### src/rtl/spram_port_ctrl.sv
// -----------------------------------------------------------------------------
// spram_port_ctrl
//
// Request/response controller between the core and a single-port SPRAM
// (SB_SPRAM256KA). Turns valid/ready requests into registered SPRAM address,
// data and write-enable strobes, and returns read data with a one-cycle
// rsp_valid pulse. After reset it can zero-fill the whole SPRAM before it
// accepts any request.
//
// Parameters
//   ADDR_BITS       SPRAM word-address width
//   DATA_BITS       SPRAM word width
//   CLEAR_ON_RESET  1: fill every address with CLEAR_VALUE after reset
//   CLEAR_VALUE     word written during the fill
//
// Ports
//   clk        system clock
//   reset      synchronous reset, active-high
//   req_valid  request present
//   req_ready  request accepted on an edge where req_valid & req_ready
//   req_wen    1 = write, 0 = read
//   req_addr   word address
//   req_wdata  write data
//   rsp_valid  one-cycle pulse, rsp_rdata holds a fresh read result
//   rsp_rdata  read data, held until the next read response
//   init_done  fill finished (or skipped); stays 1 until reset
//   ram_addr   to SPRAM ADDRESS (registered)
//   ram_wdata  to SPRAM DATAIN (registered)
//   ram_wen    to SPRAM WREN (registered)
//   ram_rdata  from SPRAM DATAOUT, valid the cycle after the SPRAM samples a read
//
// Read timing: accept edge E0 registers the address, the SPRAM samples it on
// E1 (RD1), the controller captures DATAOUT on E2 (RD2), and rsp_valid is high
// in the cycle after E2. That cycle is IDLE again, so a new request can be
// accepted while the response is presented.
// -----------------------------------------------------------------------------
module spram_port_ctrl #(
    parameter int unsigned          ADDR_BITS      = 14,
    parameter int unsigned          DATA_BITS      = 16,
    parameter bit                   CLEAR_ON_RESET = 1'b1,
    parameter logic [DATA_BITS-1:0] CLEAR_VALUE    = '0
) (
    input  logic                 clk,
    input  logic                 reset,
    input  logic                 req_valid,
    output logic                 req_ready,
    input  logic                 req_wen,
    input  logic [ADDR_BITS-1:0] req_addr,
    input  logic [DATA_BITS-1:0] req_wdata,
    output logic                 rsp_valid,
    output logic [DATA_BITS-1:0] rsp_rdata,
    output logic                 init_done,
    output logic [ADDR_BITS-1:0] ram_addr,
    output logic [DATA_BITS-1:0] ram_wdata,
    output logic                 ram_wen,
    input  logic [DATA_BITS-1:0] ram_rdata
);

    typedef enum logic [1:0] {
        ST_CLEAR = 2'd0,
        ST_IDLE  = 2'd1,
        ST_RD1   = 2'd2,
        ST_RD2   = 2'd3
    } state_t;

    localparam state_t               RESET_STATE = CLEAR_ON_RESET ? ST_CLEAR : ST_IDLE;
    localparam logic [ADDR_BITS-1:0] LAST_ADDR   = '1;

    state_t               state_q;
    state_t               state_d;
    logic [ADDR_BITS-1:0] fill_cnt_q;
    logic                 accept;
    logic                 fill_last;

    // Ready only in IDLE once the fill has completed. init_done is still low in
    // the first IDLE cycle after the fill, which holds off requests until
    // init_done and req_ready rise together. Gating with reset keeps req_ready
    // low for the whole time reset is asserted, including the cycle before the
    // reset edge lands.
    assign req_ready = (state_q == ST_IDLE) && init_done && !reset;
    assign accept    = req_valid && req_ready;
    assign fill_last = (fill_cnt_q == LAST_ADDR);

    // -------------------------------------------------------------------------
    // State register
    // -------------------------------------------------------------------------
    // NOTE: sequential state uses non-blocking assignments so every register
    // samples pre-edge values regardless of process evaluation order.
    always_ff @(posedge clk) begin
        if (reset) begin
            state_q <= RESET_STATE;
        end else begin
            state_q <= state_d;
        end
    end

    // -------------------------------------------------------------------------
    // Next-state logic
    // -------------------------------------------------------------------------
    always_comb begin
        // NOTE: assigning a default before the case keeps this purely
        // combinational; a path that leaves state_d unassigned would infer a latch.
        state_d = ST_IDLE;
        case (state_q)
            ST_CLEAR: state_d = fill_last ? ST_IDLE : ST_CLEAR;
            ST_IDLE:  state_d = (accept && !req_wen) ? ST_RD1 : ST_IDLE;
            ST_RD1:   state_d = ST_RD2;
            ST_RD2:   state_d = ST_IDLE;
            default:  state_d = ST_IDLE;
        endcase
    end

    // -------------------------------------------------------------------------
    // Datapath registers: SPRAM strobes, fill counter, response, init flag
    // -------------------------------------------------------------------------
    always_ff @(posedge clk) begin
        if (reset) begin
            fill_cnt_q <= '0;
            ram_addr   <= '0;
            ram_wdata  <= '0;
            ram_wen    <= 1'b0;
            rsp_valid  <= 1'b0;
            rsp_rdata  <= '0;
            init_done  <= 1'b0;
        end else begin
            // Strobes default low; address and data hold unless overwritten.
            ram_wen   <= 1'b0;
            rsp_valid <= 1'b0;

            // Any edge outside CLEAR means the fill is over (or was skipped).
            if (state_q != ST_CLEAR) begin
                init_done <= 1'b1;
            end

            case (state_q)
                ST_CLEAR: begin
                    ram_addr   <= fill_cnt_q;
                    ram_wdata  <= CLEAR_VALUE;
                    ram_wen    <= 1'b1;
                    // Wraps back to 0 after the last address, ready for the
                    // next fill without an extra clear.
                    fill_cnt_q <= fill_cnt_q + ADDR_BITS'(1);
                end
                ST_IDLE: begin
                    if (accept) begin
                        ram_addr  <= req_addr;
                        ram_wdata <= req_wdata;
                        ram_wen   <= req_wen;
                    end
                end
                ST_RD2: begin
                    rsp_rdata <= ram_rdata;
                    rsp_valid <= 1'b1;
                end
                default: begin
                    // RD1: the SPRAM samples ram_addr on this edge; nothing to do.
                end
            endcase
        end
    end

endmodule

### config.mk
export PLATFORM = sky130hd
export DESIGN_NAME = spram_port_ctrl
export DESIGN_NICKNAME = d
export VERILOG_FILES = /design/src/rtl/spram_port_ctrl.sv
export SDC_FILE = /design/constraint.sdc
export NUM_CORES = 1
export LEC_CHECK = 0
export ABC_AREA = 1
export CAP_MARGIN = 20
export CORE_UTILIZATION = 37
export DETAILED_ROUTE_END_ITERATION = 7
export PLACE_DENSITY = 0.72
export SLEW_MARGIN = 10
export SYNTH_ARGS = -nofsm -noshare
export SYNTH_HDL_FRONTEND = slang
export SYNTH_SLANG_ARGS = --single-unit
### constraint.sdc
create_clock -name clk -period 1.6 [get_ports clk]
set_input_delay 0.4 -clock clk [delete_from_list [all_inputs] [get_ports clk]]
set_output_delay 0.4 -clock clk [all_outputs]
set_load 0.1 [all_outputs]
==> results.yml, run 1 <==
logic_synthesis:
  seq_area_frac_synth: 0.4742
  synth_cell_types: 24
  synth_area_leaders: "dfxtp_1, nand2_1, nand3_1, nor2_1, a21oi_1"
  syn-num-nets: 431
  avgSynthCellArea_um2: 7.221
  syn_area_um2: 2744
  syn_inst: 380
  yosys_warnings: 0
  ys_ff_latch: 65
  synth_area_leader_cell: "dfxtp_1"
  async_flop_share: 0
  synth_ff_type: "dfxtp_1"
  synth.most_common_cell: "nand2_1"
  synth_commonest_cells: "nand2_1, dfxtp_1, nand3_1"
  synth_top_area_share: 0.4742
  synth-edff-count: 0
sta:
  final.min_clock_period_ns: 1.638
  finalSetupTns_ns: -0.03841
  rsz0062_at_grt: "yes"
  skew_ns: 0.007983
  fmax_mhz: 610.3
  relSlewSlack: 0.5852
  finalCritPeriodShare: 1.024
  hold_viol: 0
  drv_slew: 0
  setup_viol: 1
  layout_setup_ws_ns: -0.03841
  max_slew.worst_pin.slew_ns: 0.6216
placement:
  dp_slack_ns: -0.2563
  io_buffers: 99
  place_congestion: 0.7930
  dpl.hpwl_um: 5211
drt:
  top_layer: "met4"
  wl_met3_um: 455
  drc: 0
  totalWireLength_um: 7045
  via_count: 2772
  met1Wirelength_um: 3070
  wire_per_inst_um: 11.80
  routed-wl-met2_um: 3418
  first_pass_iters: 4
  drtIter0Drc: 92
  viasPerCell: 4.643
  antenna_left: 0
power_and_ir_drop:
  intPower_mw: 2.542
  seqPwrFrac: 0.504
  vdd_ir_drop_max_uv: 427.5
  clkPwrFrac: 0.414
  swShare: 0.2183
  p_switching_mw: 0.7096
  p_comb_frac: 0.082
  p_total_mw: 3.251
  leakagePower_nw: 1.915
  p_per_area_nw_per_um2: 697.6
final_layout:
  drive_gt1_frac: 0.1988
  finish.utilization: 0.6460
  multiInputGateArea_um2: 1252
  num-fill-cells: 599
  area_growth_pct: 69.86
  nets: 544
  diodes: 0
  register_area_um2: 1313
clocking:
  cts.clk_slew.worst_paths_ns: 0.06
  root_buffer: "clkbuf_8"
  clock-sinks: 65
  cts_tree: "done"
  clock_latency_ns: 0.33
  cts_made_buffers: 9
  clock_path_buffers: 2
  htreeDepth: 3
critical_path:
  reg2regPathDepth: 8
  start_kind: "register"
  cp_slowest_cell: "dfxtp_4"
  cp_top_family: "flip-flops"
  endpoint_kind: "output pin"
  cp_slowest_stage_delay_ns: 0.35
  r2r-end: "ram_wdata[5]$_SDFFE_PP0P_"
  path_depth: 4
  path_cells: "inv_4, nand2_4, nor3_4, buf_12"
  path_buf_inv: 2
  cp.required_ns: 1.20
  worstSetupPathType: "register to output pin"
  arrival_ns: 1.24
  worstPathMaxFanout: 2
  endpoint: "req_ready"
  ff2ff_setup_slack_ns: 0.16
floorplan:
  core_area_um2: 7214
  io_pins: 100
  rows: 31
  die_h_um: 88.12
  initial_core_util: 0.3803
  fp.dieW_um: 88.12
  die-area_um2: 7764
flow_run:
  maxCapViolations: 0
run_status:
  status: "finished, violations left"
  violations: "negative setup slack"
global_routing:
  grt_max_degree: 33
  grt_pass1_vias: 2540
  grt_usage: 0.1838
  grt-ovfl-total: 0
  antenna_found_initial: 0
  grt_pass1_wl_um: 11110
worst_hold_path:
  hp-class: "register to register"
[registers in the layout (all words and copies together) (netlist names), named ones only]
name,count
init_done,1
ram_wdata,16
rsp_rdata,16
ram_wen,1
rsp_valid,1
state_q,1
ram_addr,14
fill_cnt_q,14
[kinds of logic after synthesis]
group	count (synthesis)	synth area share
buffers and inverters	44	0.06931
AOI/OAI and AO/OA	51	0.1072
DFF	65	0.4742
adders and majority gates	1	0.004559
and+or+nand+nor	219	0.3447
[through the flow]
| stage | std cells | cell area [um^2] | hold WS, ns |
|---|---|---|---|
| finish | 597 | 4661 | 0.5057 |
| global route | 597 | 4661 | 0.5295 |
| CTS | 595 | 4646 | 0.5074 |
| detailed placement | 576 | 4427 | 0.4977 |
| global placement | 576 | 4427 | 0.4860 |
| floorplan | 380 | 2770 | 0.4647 |
[layout make-up]
class                      count  area share
clock buffer                  13     0.03195
inverter                      25     0.02201
multi-input combinational    271      0.2687
tap                           99     0.02658
sequential                    65      0.2816
clock inverter                 3    0.008591
timing repair buffer         121      0.3605
[layer usage]
layer / global-route usage / vias to the layer above
met3: 0.05184 / 9
met4: 0.08944 / 0
met5: 0 / -
met2: 0.3136 / 74
li1: - / 1451
met1: 0.2119 / 1238
[cell usage in the layout (no fill, tap or decap), types with 5 or more instances in the layout]
master and n:
nand2_1 106, dfxtp_1 62, nand3_1 53, buf_12 52, clkdlybuf4s50_1 48, nor2_1 45, a21oi_1 28, inv_1 21
buf_4 20, o21bai_1 14, clkbuf_8 10, o21ai_0 6, nor3_1 5
[timing repair]
action | CTS | global route
buffers inserted | 3 | 2
hold buffers | 0 | 0
resized for setup | 5 | 0
pin swaps | 2 | 1
setup endpoints to repair | 1 | 1
[power by group through the flow]
stage	combinational, mW	clock, mW	sequential, mW
floorplan	0.0636	0	1.71
detailed placement	0.267	0	1.68
CTS	0.268	1.38	1.64
finish	0.267	1.35	1.64
global route	0.284	1.44	1.64
global placement	0.266	0	1.68
[worst min-delay path: stages (launching register included)]
cell and delay (ns):
dfxtp_1 0.33, nand3_1 0.08, nand2_1 0.05
[how the worst min path moves through the flow]
stage	startpoint	to	cells after the start	slack (ns)
after floorplan	fill_cnt_q[7]$_SDFFE_PP0P_	fill_cnt_q[7]$_SDFFE_PP0P_	2	0.46
after detailed placement	rsp_rdata[7]$_SDFFE_PP0P_	rsp_rdata[7]$_SDFFE_PP0P_	2	0.50
after CTS	fill_cnt_q[8]$_SDFFE_PP0P_	fill_cnt_q[8]$_SDFFE_PP0P_	2	0.51
after global routing	rsp_rdata[15]$_SDFFE_PP0P_	rsp_rdata[15]$_SDFFE_PP0P_	2	0.53
final	rsp_rdata[7]$_SDFFE_PP0P_	rsp_rdata[7]$_SDFFE_PP0P_	2	0.51
after global placement	fill_cnt_q[7]$_SDFFE_PP0P_	fill_cnt_q[7]$_SDFFE_PP0P_	2	0.49
No activity file was read; power rests on OpenSTA's default activity.
==> run 2: changes to the inputs <==
--- a/config.mk
+++ b/config.mk
@@ -7,6 +7,7 @@
 export LEC_CHECK = 0
 export ABC_AREA = 1
 export CAP_MARGIN = 20
+export CORE_MARGIN = 2
 export CORE_UTILIZATION = 37
 export DETAILED_ROUTE_END_ITERATION = 7
 export PLACE_DENSITY = 0.72
==> results.yml, run 2 (synthesized netlist as in run 1, its figures left out) <==
run_status:
  status: "finished, violations left"
  violations: "negative setup slack"
drt:
  via_count: 2843
  totalWireLength_um: 7394
  drtIter0Drc: 111
  first_pass_iters: 4
  viasPerCell: 4.770
  wire_per_inst_um: 12.41
  drc: 0
  antenna_left: 0
critical_path:
  endpoint_kind: "output pin"
  path_depth: 4
  reg2regPathDepth: 11
  worstPathMaxFanout: 2
  path_buf_inv: 2
  cp_slowest_stage_delay_ns: 0.36
  start_kind: "register"
  cp_top_family: "flip-flops"
  arrival_ns: 1.25
  cp.required_ns: 1.20
  cp_slowest_cell: "dfxtp_4"
  worstSetupPathType: "register to output pin"
  path_cells: "inv_4, nand2_4, nor3_4, buf_12"
worst_hold_path:
  hold_path_depth: 2
  hp-class: "register to register"
floorplan:
  die_h_um: 90.12
  io_pins: 100
  initial_core_util: 0.3803
  fp.dieW_um: 90.12
  rows: 31
  die-area_um2: 8121
  core_area_um2: 7214
sta:
  drv_slew: 0
  layout_setup_ws_ns: -0.04583
  rsz0062_at_grt: "yes"
  relSlewSlack: 0.5834
  holdWs_ns: 0.5065
  skew_ns: 0.005753
  fmax_mhz: 607.6
  finalCritPeriodShare: 1.029
  max_slew.worst_pin.slew_ns: 0.6243
  final.min_clock_period_ns: 1.646
  hold_viol: 0
  setup_viol: 1
global_routing:
  antenna_found_initial: 0
  grt-ovfl-total: 0
  grt_pass1_vias: 2773
  grt_usage: 0.1865
  grt_max_degree: 27
  grt_pass1_wl_um: 12540
final_layout:
  nets: 543
  area_growth_pct: 69.58
  register_area_um2: 1311
  reg_top3: "ram_wdata (16), rsp_rdata (16)"
  final_common_cell: "nand2_1"
  drive_gt1_frac: 0.2072
  diodes: 0
  layout_common_cells: "nand2_1, dfxtp_1, nand3_1, buf_12, clkdlybuf4s50_1"
  finish.utilization: 0.6450
  multiInputGateArea_um2: 1265
  num-fill-cells: 625
  fin_cells: 596
clocking:
  cts.clk_slew.worst_paths_ns: 0.07
  clock-sinks: 65
  ctsHoldBuffers: 0
  cts_tree: "done"
  cts_made_buffers: 9
  root_buffer: "clkbuf_8"
  clock_latency_ns: 0.33
  htreeDepth: 3
  clock_path_buffers: 2
placement:
  io_buffers: 99
  dp.cells: 575
  place_congestion: 0.8334
  dpl.hpwl_um: 5329
flow_run:
  maxCapViolations: 0
power_and_ir_drop:
  leakagePower_nw: 1.912
  p_per_area_nw_per_um2: 676.0
  vdd_ir_drop_max_uv: 425.3
run 2: timing repair:
action	in CTS	in global routing
resized for setup	3	6
pin swaps	1	1
setup buffers	3	2
setup endpoints to repair	1	19
run 2: final cells by class:
cell class / instances / area share
clock buffers: 13 / 0.03415
flip-flops and latches: 65 / 0.2818
well taps: 99 / 0.02662
multi-input cells: 271 / 0.2718
inverters: 25 / 0.02205
repair buffers: 120 / 0.3603
clock inverters: 3 / 0.003227
run 2: final timing paths:
check                                end                        from  slack, ns
max reg2reg  fill_cnt_q[12]$_SDFFE_PP0P_                    register       0.11
min           rsp_rdata[15]$_SDFFE_PP0P_  rsp_rdata[15]$_SDFFE_PP0P_       0.51
max                            req_ready                    register      -0.05
min reg2reg   rsp_rdata[15]$_SDFFE_PP0P_  rsp_rdata[15]$_SDFFE_PP0P_       0.51
run 2: worst min-delay path: cells and delay by family (launching register included):
family | cells | cell delay (ns)
and+or+nand+nor | 2 | 0.13
DFF | 1 | 0.33
run 2: layer usage:
| metal | vias to the layer above | global-route usage | share of wire |
|---|---|---|---|
| met5 | - | 0 | 0 |
| met4 | 0 | 0.07436 | 0.016 |
| met3 | 9 | 0.05700 | 0.073 |
| met2 | 83 | 0.3039 | 0.49 |
| met1 | 1299 | 0.2303 | 0.42 |
| li1 | 1452 | - | - |
run 2: power breakdown:
group | internal, mW | total, mW | switching, mW
Clock | 0.640 | 1.24 | 0.596
Combinational | 0.159 | 0.268 | 0.110
Sequential | 1.63 | 1.64 | 0.0136
run 2: metrics by stage:
stage / cell area [um^2] / power, mW / setup slack, ns / TNS (ns)
global route: 4653 / 3.272 / -0.1084 / -0.1084
finish: 4653 / 3.145 / -0.04583 / -0.04583
global placement: 4419 / 1.944 / -0.2199 / -7.547
floorplan: 2770 / 1.776 / -0.5334 / -15.08
CTS: 4622 / 3.187 / -0.07161 / -0.07161
detailed placement: 4419 / 1.946 / -0.2875 / -10.03
